File: src/rtl/prefix_eval_if.sv
// prefix_eval_if: request/result bundle between the prefix-expression block
// and the evaluator.
//   in_valid  : one-cycle strobe qualifying in_tokens
//   in_tokens : TOKENS packed 5-bit tokens, token 0 in the top bits
//   out_valid : one-cycle result strobe
//   out       : signed DW-bit result (0 when not valid or on error)
//   err       : error flag, meaningful only with out_valid
// master drives the request side, slave (the evaluator) drives the result.
interface prefix_eval_if #(
    parameter int TOKENS = 19,
    parameter int DW     = 32
);
    logic                  in_valid;
    logic [5*TOKENS-1:0]   in_tokens;
    logic                  out_valid;
    logic [DW-1:0]         out;
    logic                  err;

    modport master (output in_valid, in_tokens, input out_valid, out, err);
    modport slave  (input in_valid, in_tokens, output out_valid, out, err);
endinterface

File: src/rtl/prefix_eval.sv
// prefix_eval: evaluates one prefix (Polish) expression of TOKENS 5-bit
// tokens with an internal operand stack, one token per cycle, scanning from
// the last token to the first. Fixed latency: strobe at T, result at T+20.
// Ports:
//   clk   : clock, rising edge
//   rst_n : synchronous reset, ACTIVE HIGH despite the name
//   bus   : prefix_eval_if.slave (in_valid/in_tokens in, out_valid/out/err out)
module prefix_eval #(
    parameter int TOKENS = 19,
    parameter int DEPTH  = 10,
    parameter int DW     = 32
) (
    input  logic         clk,
    input  logic         rst_n,
    prefix_eval_if.slave bus
);
    localparam int IW   = $clog2(TOKENS);
    localparam int DEPW = $clog2(DEPTH + 1);

    typedef enum logic [1:0] {
        S_IDLE = 2'd0,
        S_EVAL = 2'd1,
        S_OUT  = 2'd2
    } state_t;

    state_t              state_q, state_d;
    logic [IW-1:0]       idx_q, idx_d;
    logic [5*TOKENS-1:0] tokens_q, tokens_d;
    logic [DEPW-1:0]     depth_q, depth_d;
    logic                err_flag_q, err_flag_d;
    logic [DW-1:0]       stack_q [DEPTH];
    logic [DW-1:0]       stack_d [DEPTH];
    logic                out_valid_q, out_valid_d;
    logic [DW-1:0]       out_q, out_d;
    logic                err_q, err_d;

    logic [4:0]          tok;
    logic [DW-1:0]       op_a, op_b, op_res;
    logic                div_zero;

    // Next-state computation: token decode, stack update and result capture.
    always_comb begin
        state_d     = state_q;
        idx_d       = idx_q;
        tokens_d    = tokens_q;
        depth_d     = depth_q;
        err_flag_d  = err_flag_q;
        stack_d     = stack_q;
        out_valid_d = 1'b0;
        out_d       = '0;
        err_d       = 1'b0;
        // The token register is shifted right each cycle, so the token being
        // processed (index 18 first, then 17, ...) always sits in the low bits.
        tok         = tokens_q[4:0];
        op_a        = '0;
        op_b        = '0;
        op_res      = '0;
        div_zero    = 1'b0;

        case (state_q)
            S_IDLE: begin
                if (bus.in_valid) begin
                    tokens_d   = bus.in_tokens;
                    depth_d    = '0;
                    err_flag_d = 1'b0;
                    idx_d      = IW'(TOKENS - 1);
                    state_d    = S_EVAL;
                end else begin
                    state_d = S_IDLE;
                end
            end
            S_EVAL: begin
                tokens_d = tokens_q >> 5;
                if (tok[4] == 1'b0) begin
                    // Operand push; overflow drops the value and flags.
                    if (depth_q == DEPW'(DEPTH)) begin
                        err_flag_d = 1'b1;
                    end else begin
                        stack_d[depth_q] = {{(DW-4){1'b0}}, tok[3:0]};
                        depth_d          = depth_q + DEPW'(1);
                    end
                end else if (tok == 5'b11111) begin
                    depth_d = depth_q;
                end else if (tok[3:2] == 2'b00) begin
                    if (depth_q < DEPW'(2)) begin
                        err_flag_d = 1'b1;
                    end else begin
                        op_a = stack_q[depth_q - DEPW'(1)];
                        op_b = stack_q[depth_q - DEPW'(2)];
                        case (tok[1:0])
                            2'b00: op_res = op_a + op_b;
                            2'b01: op_res = op_a - op_b;
                            2'b10: op_res = op_a * op_b;
                            2'b11: begin
                                if (op_b == '0) begin
                                    div_zero = 1'b1;
                                    op_res   = '0;
                                end else if (op_b == '1) begin
                                    // a / -1 is a negation; wraps -2^31 onto itself
                                    // without relying on signed-divide overflow.
                                    op_res = '0 - op_a;
                                end else begin
                                    op_res = $signed(op_a) / $signed(op_b);
                                end
                            end
                            default: op_res = '0;
                        endcase
                        stack_d[depth_q - DEPW'(2)] = op_res;
                        depth_d                     = depth_q - DEPW'(1);
                        err_flag_d                  = err_flag_q | div_zero;
                    end
                end else begin
                    err_flag_d = 1'b1;
                end

                if (idx_q == '0) begin
                    // Last token: fold in the final depth check and capture
                    // the result so outputs change exactly on entry to OUT.
                    err_flag_d  = err_flag_d | (depth_d != DEPW'(1));
                    state_d     = S_OUT;
                    out_valid_d = 1'b1;
                    err_d       = err_flag_d;
                    out_d       = err_flag_d ? '0 : stack_d[0];
                end else begin
                    idx_d = idx_q - IW'(1);
                end
            end
            S_OUT: begin
                state_d = S_IDLE;
            end
            default: begin
                state_d = S_IDLE;
            end
        endcase
    end

    // State and output registers with synchronous active-high reset.
    always_ff @(posedge clk) begin
        if (rst_n) begin
            state_q     <= S_IDLE;
            idx_q       <= '0;
            tokens_q    <= '0;
            depth_q     <= '0;
            err_flag_q  <= 1'b0;
            stack_q     <= '{default: '0};
            out_valid_q <= 1'b0;
            out_q       <= '0;
            err_q       <= 1'b0;
        end else begin
            state_q     <= state_d;
            idx_q       <= idx_d;
            tokens_q    <= tokens_d;
            depth_q     <= depth_d;
            err_flag_q  <= err_flag_d;
            stack_q     <= stack_d;
            out_valid_q <= out_valid_d;
            out_q       <= out_d;
            err_q       <= err_d;
        end
    end

    assign bus.out_valid = out_valid_q;
    assign bus.out       = out_q;
    assign bus.err       = err_q;
endmodule

File: src/flat_wrapper.sv
// flat-port wrapper written by rule: the top's interface ports become plain ports
module prefix_eval_flat 
#(
    parameter int TOKENS = 19,
    parameter int DEPTH  = 10,
    parameter int DW     = 32
)
  (clk, rst_n, bus_in_valid, bus_in_tokens, bus_out_valid, bus_out, bus_err);
  prefix_eval_if #(.TOKENS(TOKENS), .DW(DW)) bus_i ();
  input  logic clk;
  input  logic rst_n;
  input wire logic [$bits(bus_i.in_valid)-1:0] bus_in_valid;
  input wire logic [$bits(bus_i.in_tokens)-1:0] bus_in_tokens;
  output wire logic [$bits(bus_i.out_valid)-1:0] bus_out_valid;
  output wire logic [$bits(bus_i.out)-1:0] bus_out;
  output wire logic [$bits(bus_i.err)-1:0] bus_err;
  assign bus_i.in_valid = bus_in_valid;
  assign bus_i.in_tokens = bus_in_tokens;
  assign bus_out_valid = bus_i.out_valid;
  assign bus_out = bus_i.out;
  assign bus_err = bus_i.err;
  prefix_eval #(.TOKENS(TOKENS), .DEPTH(DEPTH), .DW(DW)) u_core (.clk(clk), .rst_n(rst_n), .bus(bus_i));
endmodule
File: config.mk
export PLATFORM = sky130hd
export DESIGN_NAME = prefix_eval_flat
export DESIGN_NICKNAME = d
export VERILOG_FILES = /design/src/rtl/prefix_eval_if.sv /design/src/rtl/prefix_eval.sv /design/src/flat_wrapper.sv
export SDC_FILE = /design/constraint.sdc
export NUM_CORES = 2
export LEC_CHECK = 0
export BUFFER_PORTS_ARGS = -buffer_cell sky130_fd_sc_hd__buf_2
export CAP_MARGIN = 40
export CORE_ASPECT_RATIO = 1.75
export CORE_MARGIN = 8
export CORE_UTILIZATION = 50
export CTS_BUF_LIST = sky130_fd_sc_hd__clkbuf_8
export CTS_CLUSTER_DIAMETER = 100
export CTS_CLUSTER_SIZE = 40
export DETAILED_ROUTE_END_ITERATION = 16
export GPL_TIMING_DRIVEN = 0
export PLACE_DENSITY_LB_ADDON = 0.05
export RECOVER_POWER = 25
export SETUP_SLACK_MARGIN = 0.2
export SYNTH_ARGS = -nofsm -noshare
export SYNTH_HDL_FRONTEND = slang
export SYNTH_SLANG_ARGS = --single-unit
File: constraint.sdc
create_clock -name clk -period 93.6 [get_ports clk]
set_clock_uncertainty 0.15 [all_clocks]
set_input_delay 18.72 -clock clk [delete_from_list [all_inputs] [get_ports clk]]
set_output_delay 18.72 -clock clk [all_outputs]
set_load 0.02 [all_outputs]
==> Implementation_results.wiki <==
{| class="wikitable"
! Metric !! Value
|-
| Shortest period the worst path allows || 90800 ps
|-
| Synth Area in Simple Gates || 21.49%
|-
| Starting density of the core || about 50%
|-
| Drt drc || 0
|-
| Count of distinct cell types in the synthesized netlist || 108
|-
| Commonest register cell after synthesis || sky130_fd_sc_hd__dfxtp_1
|-
| Part of the cycle the worst path needs || between 90% and 100%
|-
| Number of warnings issued by yosys || 0
|-
| Clock tree from TritonCTS || done
|-
| I/O pins || roughly 130
|-
| Clk buf depth || 3
|-
| Worst Setup End Kind || register
|-
| Synth cell count leaders || sky130_fd_sc_hd__nand2_1 (1127), sky130_fd_sc_hd__nor2_1 (1002), sky130_fd_sc_hd__ha_1 (700)
|-
| Hold violation total from the final report || 0
|-
| Number of register bits inferred by synthesis || between 400 and 500
|-
| Number of search-and-repair iterations in the first detailed-routing pass || 7
|-
| Post-synthesis to final-layout area growth || 15.16%
|-
| EDFF count, synth || 0
|-
| Result of the run || finished with violations
|-
| Global-route usage over all layers || 45.06%
|-
| Drt wl/cell || around 31 um
|-
| Synth Area in Adders || approximately a quarter
|-
| Post-CTS clock slew at the launch and capture registers of the worst setup and hold paths || around 260 ps
|-
| Largest fanout on the critical path || 11
|-
| Port Buffer Count || 131
|-
| Number of violations of the max-capacitance limit || 1
|-
| Core occupancy in the finished layout || 57.86%
|-
| Layout cells sized above 1 || 14.91%
|-
| Final count of pins violating max slew || 11
|-
| Row cnt || ~180
|-
| Hold Path Stages || 2
|-
| Number of buffers and inverters on the critical path || 86
|-
| Failing checks || max-capacitance violations, max-slew violations
|-
| Data arrival time at the worst-slack endpoint || about 90000 ps
|-
| Cell area after technology mapping || ~0.07 mm^2
|-
| Accumulated negative setup slack || 0 ps
|-
| Clk root buf || sky130_fd_sc_hd__clkbuf_8
|-
| Final wirelength || about 360000 um
|-
| Core ar. || ~0.14 mm^2
|-
| CTS sink count || roughly 460
|-
| Remaining number of nets flagged by the antenna check after routing || 0
|-
| Detailed-placement wirelength estimate || just under 300000 um
|-
| Share of flip-flops with an asynchronous set or reset || 0%
|-
| Most common cell in the synthesized netlist || sky130_fd_sc_hd__nand2_1
|-
| Largest area contributor in the synthesized netlist || sky130_fd_sc_hd__dfxtp_1
|-
| Cell depth of the worst flop-to-flop path || between 400 and 500
|-
| Die X-Extent || 301.3 um
|-
| Proportion of synthesized area in mux cells || slightly below 8%
|-
| Compound-Gate Fraction of Synth Area || around a fifth
|-
| Worst slew slack as a fraction of its limit || -6.001%
|-
| Crit-path max cell delay || between 600 and 700 ps
|-
| Syn avg cell area || 7.731 um^2
|-
| Type of the most critical hold path || register to register
|-
| Via count of the first global-routing pass || 77508
|-
| Critical Path Stages || 440
|-
| Number of inserted filler cells in the final layout || around 13000
|-
| Die area || 0.1552 mm^2
|-
| Overall overflow remaining after global route || 0
|-
| Wire length of the first global-routing pass || 516000 um
|-
| Average vias per placed instance || 6.685
|-
| Vias || a little under 80000
|-
| Fin nets || around 11000
|-
| Cells after synthesis || just over 9000
|-
| H-Tree Level Count || 1
|-
| Share of the yosys chip area belonging to registers || about an eighth
|-
| Least-Margin Pin Slew || between 1500 and 2000 ps
|-
| Final setup violating endpoints || 0
|-
| Number of buffers inserted during clock tree synthesis || 15
|-
| Nature of the critical path startpoint || register
|-
| Cell class contributing the biggest share of worst-path delay || compound AO/OA/AOI/OAI gates
|-
| Cell seen most often among critical-path stages || sky130_fd_sc_hd__o21a_1
|-
| Main combinational cell family by area after synthesis || adder cells
|-
| Die extent in y || just over 500 um
|-
| Type of the worst setup path || register to register
|-
| Clock network latency to the later pin of the worst-skew pair || just over 800 ps
|-
| Worst path required time || about 94000 ps
|-
| Area share of the leading cell type in the synthesized netlist || between 10% and 20%
|-
| Xor/xnor cell area share of the yosys netlist || under 10%
|-
| Synth top area cells || sky130_fd_sc_hd__dfxtp_1 (13%), sky130_fd_sc_hd__ha_1 (12%), sky130_fd_sc_hd__fa_1 (11%)
|-
| Cell type of the slowest stage on the worst timing path || sky130_fd_sc_hd__mux2i_1
|-
| Detailed Route Iter0 Violations || around 7700
|-
| Pin count of the biggest net entering global routing || slightly above 40
|-
| Antenna violations before repair || 14
|-
| Final Wtd Congestion || approximately 1.1
|-
| Achievable frequency || 11.01 MHz
|-
| Syn_nets || roughly 10000
|}
==> sequential cells by signal, summed over array words and instances (netlist names) <==
name	cells
u_core.bus.err	1
u_core.idx_q	5
u_core.bus.out	32
u_core.err_flag_q	1
u_core.state_q	2
u_core.bus.out_valid	1
u_core.depth_q	4
u_core.stack_q	320
u_core.tokens_q	95
==> metrics by stage <==
step | instance area, um^2 | hold WS [ps] | setup slack [ps] | cells
5_1_grt | 81980 | 366.3 | -601.2 | 11651
2_1_floorplan | 71210 | 287.5 | 2287 | 9211
6_report | 82010 | 339.4 | 2804 | 11662
3_3_place_gp | 74180 | 299.7 | -38910 | 11192
4_1_cts | 79410 | 334.2 | 242.0 | 11483
3_5_place_dp | 76860 | 307.6 | -30560 | 11399
==> layout make-up <==
cell class / instances / area, um^2 / area share [%]
multi-input combinational: 7511 / 59490 / 72.54
sequential: 461 / 9236 / 11.26
timing repair buffer: 572 / 4856 / 5.921
buffer: 544 / 3227 / 3.935
inverter: 695 / 2621 / 3.196
tap: 1850 / 2315 / 2.822
clock buffer: 15 / 206.4 / 0.2517
antenna: 12 / 30.03 / 0.03662
clock inverter: 2 / 27.53 / 0.03356
==> layer usage <==
| metal | vias to the layer above | GRT usage (%) | routed length, um |
|---|---|---|---|
| li1 | 33570 | - | - |
| met2 | 4971 | 74.69 | 168200 |
| met3 | 2247 | 10.70 | 31600 |
| met1 | 37173 | 43.16 | 112800 |
| met5 | - | 0 | 29 |
| met4 | 2 | 50.37 | 52200 |
==> worst min-delay path, stage by stage, from the launching register on <==
cell                      delay, ps
sky130_fd_sc_hd__dfxtp_1        380
sky130_fd_sc_hd__nand3_1         60
sky130_fd_sc_hd__a21oi_1         50
==> cells by family (layout without fill, tap and decap cells) <==
kind of cell | count (synthesis) | after routing
adder cells (fa/ha/maj) | 1109 | 1109
flip-flops | 461 | 461
other | 0 | 12
AND/OR/NAND/NOR | 3354 | 3354
multiplexers | 377 | 377
buffers and inverters | 1239 | 1828
XOR/XNOR | 540 | 540
AO/OA/AOI/OAI | 2131 | 2131
==> placed cells by master (no fill, tap or decap), types with 126 or more instances in the layout <==
cell and count:
sky130_fd_sc_hd__mux2_2 126, sky130_fd_sc_hd__and2_1 159, sky130_fd_sc_hd__nand3_1 204, sky130_fd_sc_hd__nor2_1 974, sky130_fd_sc_hd__dfxtp_1 459, sky130_fd_sc_hd__xor2_1 182, sky130_fd_sc_hd__a21oi_1 443, sky130_fd_sc_hd__clkbuf_1 351
sky130_fd_sc_hd__a22oi_1 218, sky130_fd_sc_hd__o21a_1 179, sky130_fd_sc_hd__ha_1 688, sky130_fd_sc_hd__a21o_1 140, sky130_fd_sc_hd__nand2_1 1106, sky130_fd_sc_hd__buf_2 145, sky130_fd_sc_hd__buf_4 283, sky130_fd_sc_hd__fa_1 409
sky130_fd_sc_hd__nor3_1 258, sky130_fd_sc_hd__inv_1 684, sky130_fd_sc_hd__o21ai_0 290, sky130_fd_sc_hd__xnor2_1 330
==> final timing paths <==
path | slack [ps] | endpoint | start
worst min register to register | 340 | u_core.err_flag_q | u_core.err_flag_q
worst min-delay path | 340 | u_core.err_flag_q | u_core.err_flag_q
worst max register to register | 2800 | u_core.bus.out[23] | u_core.depth_q[0]
worst max-delay path | 2800 | u_core.bus.out[23] | u_core.depth_q[0]
==> timing repair <==
| item | in CTS | in global routing |
|---|---|---|
| pin swaps | 72 | 137 |
| hold buffers | 0 | 0 |
| gates resized for setup | 503 | 344 |
| buffers inserted | 67 | 140 |
| setup endpoints to repair | 352 | 352 |
| hold endpoints to repair | 0 | 0 |
| cloned | 0 | 1 |
Power is left out: the tool's default activity adds up to more than one toggle a clock period on the data nets, which glitch-free logic cannot reach.
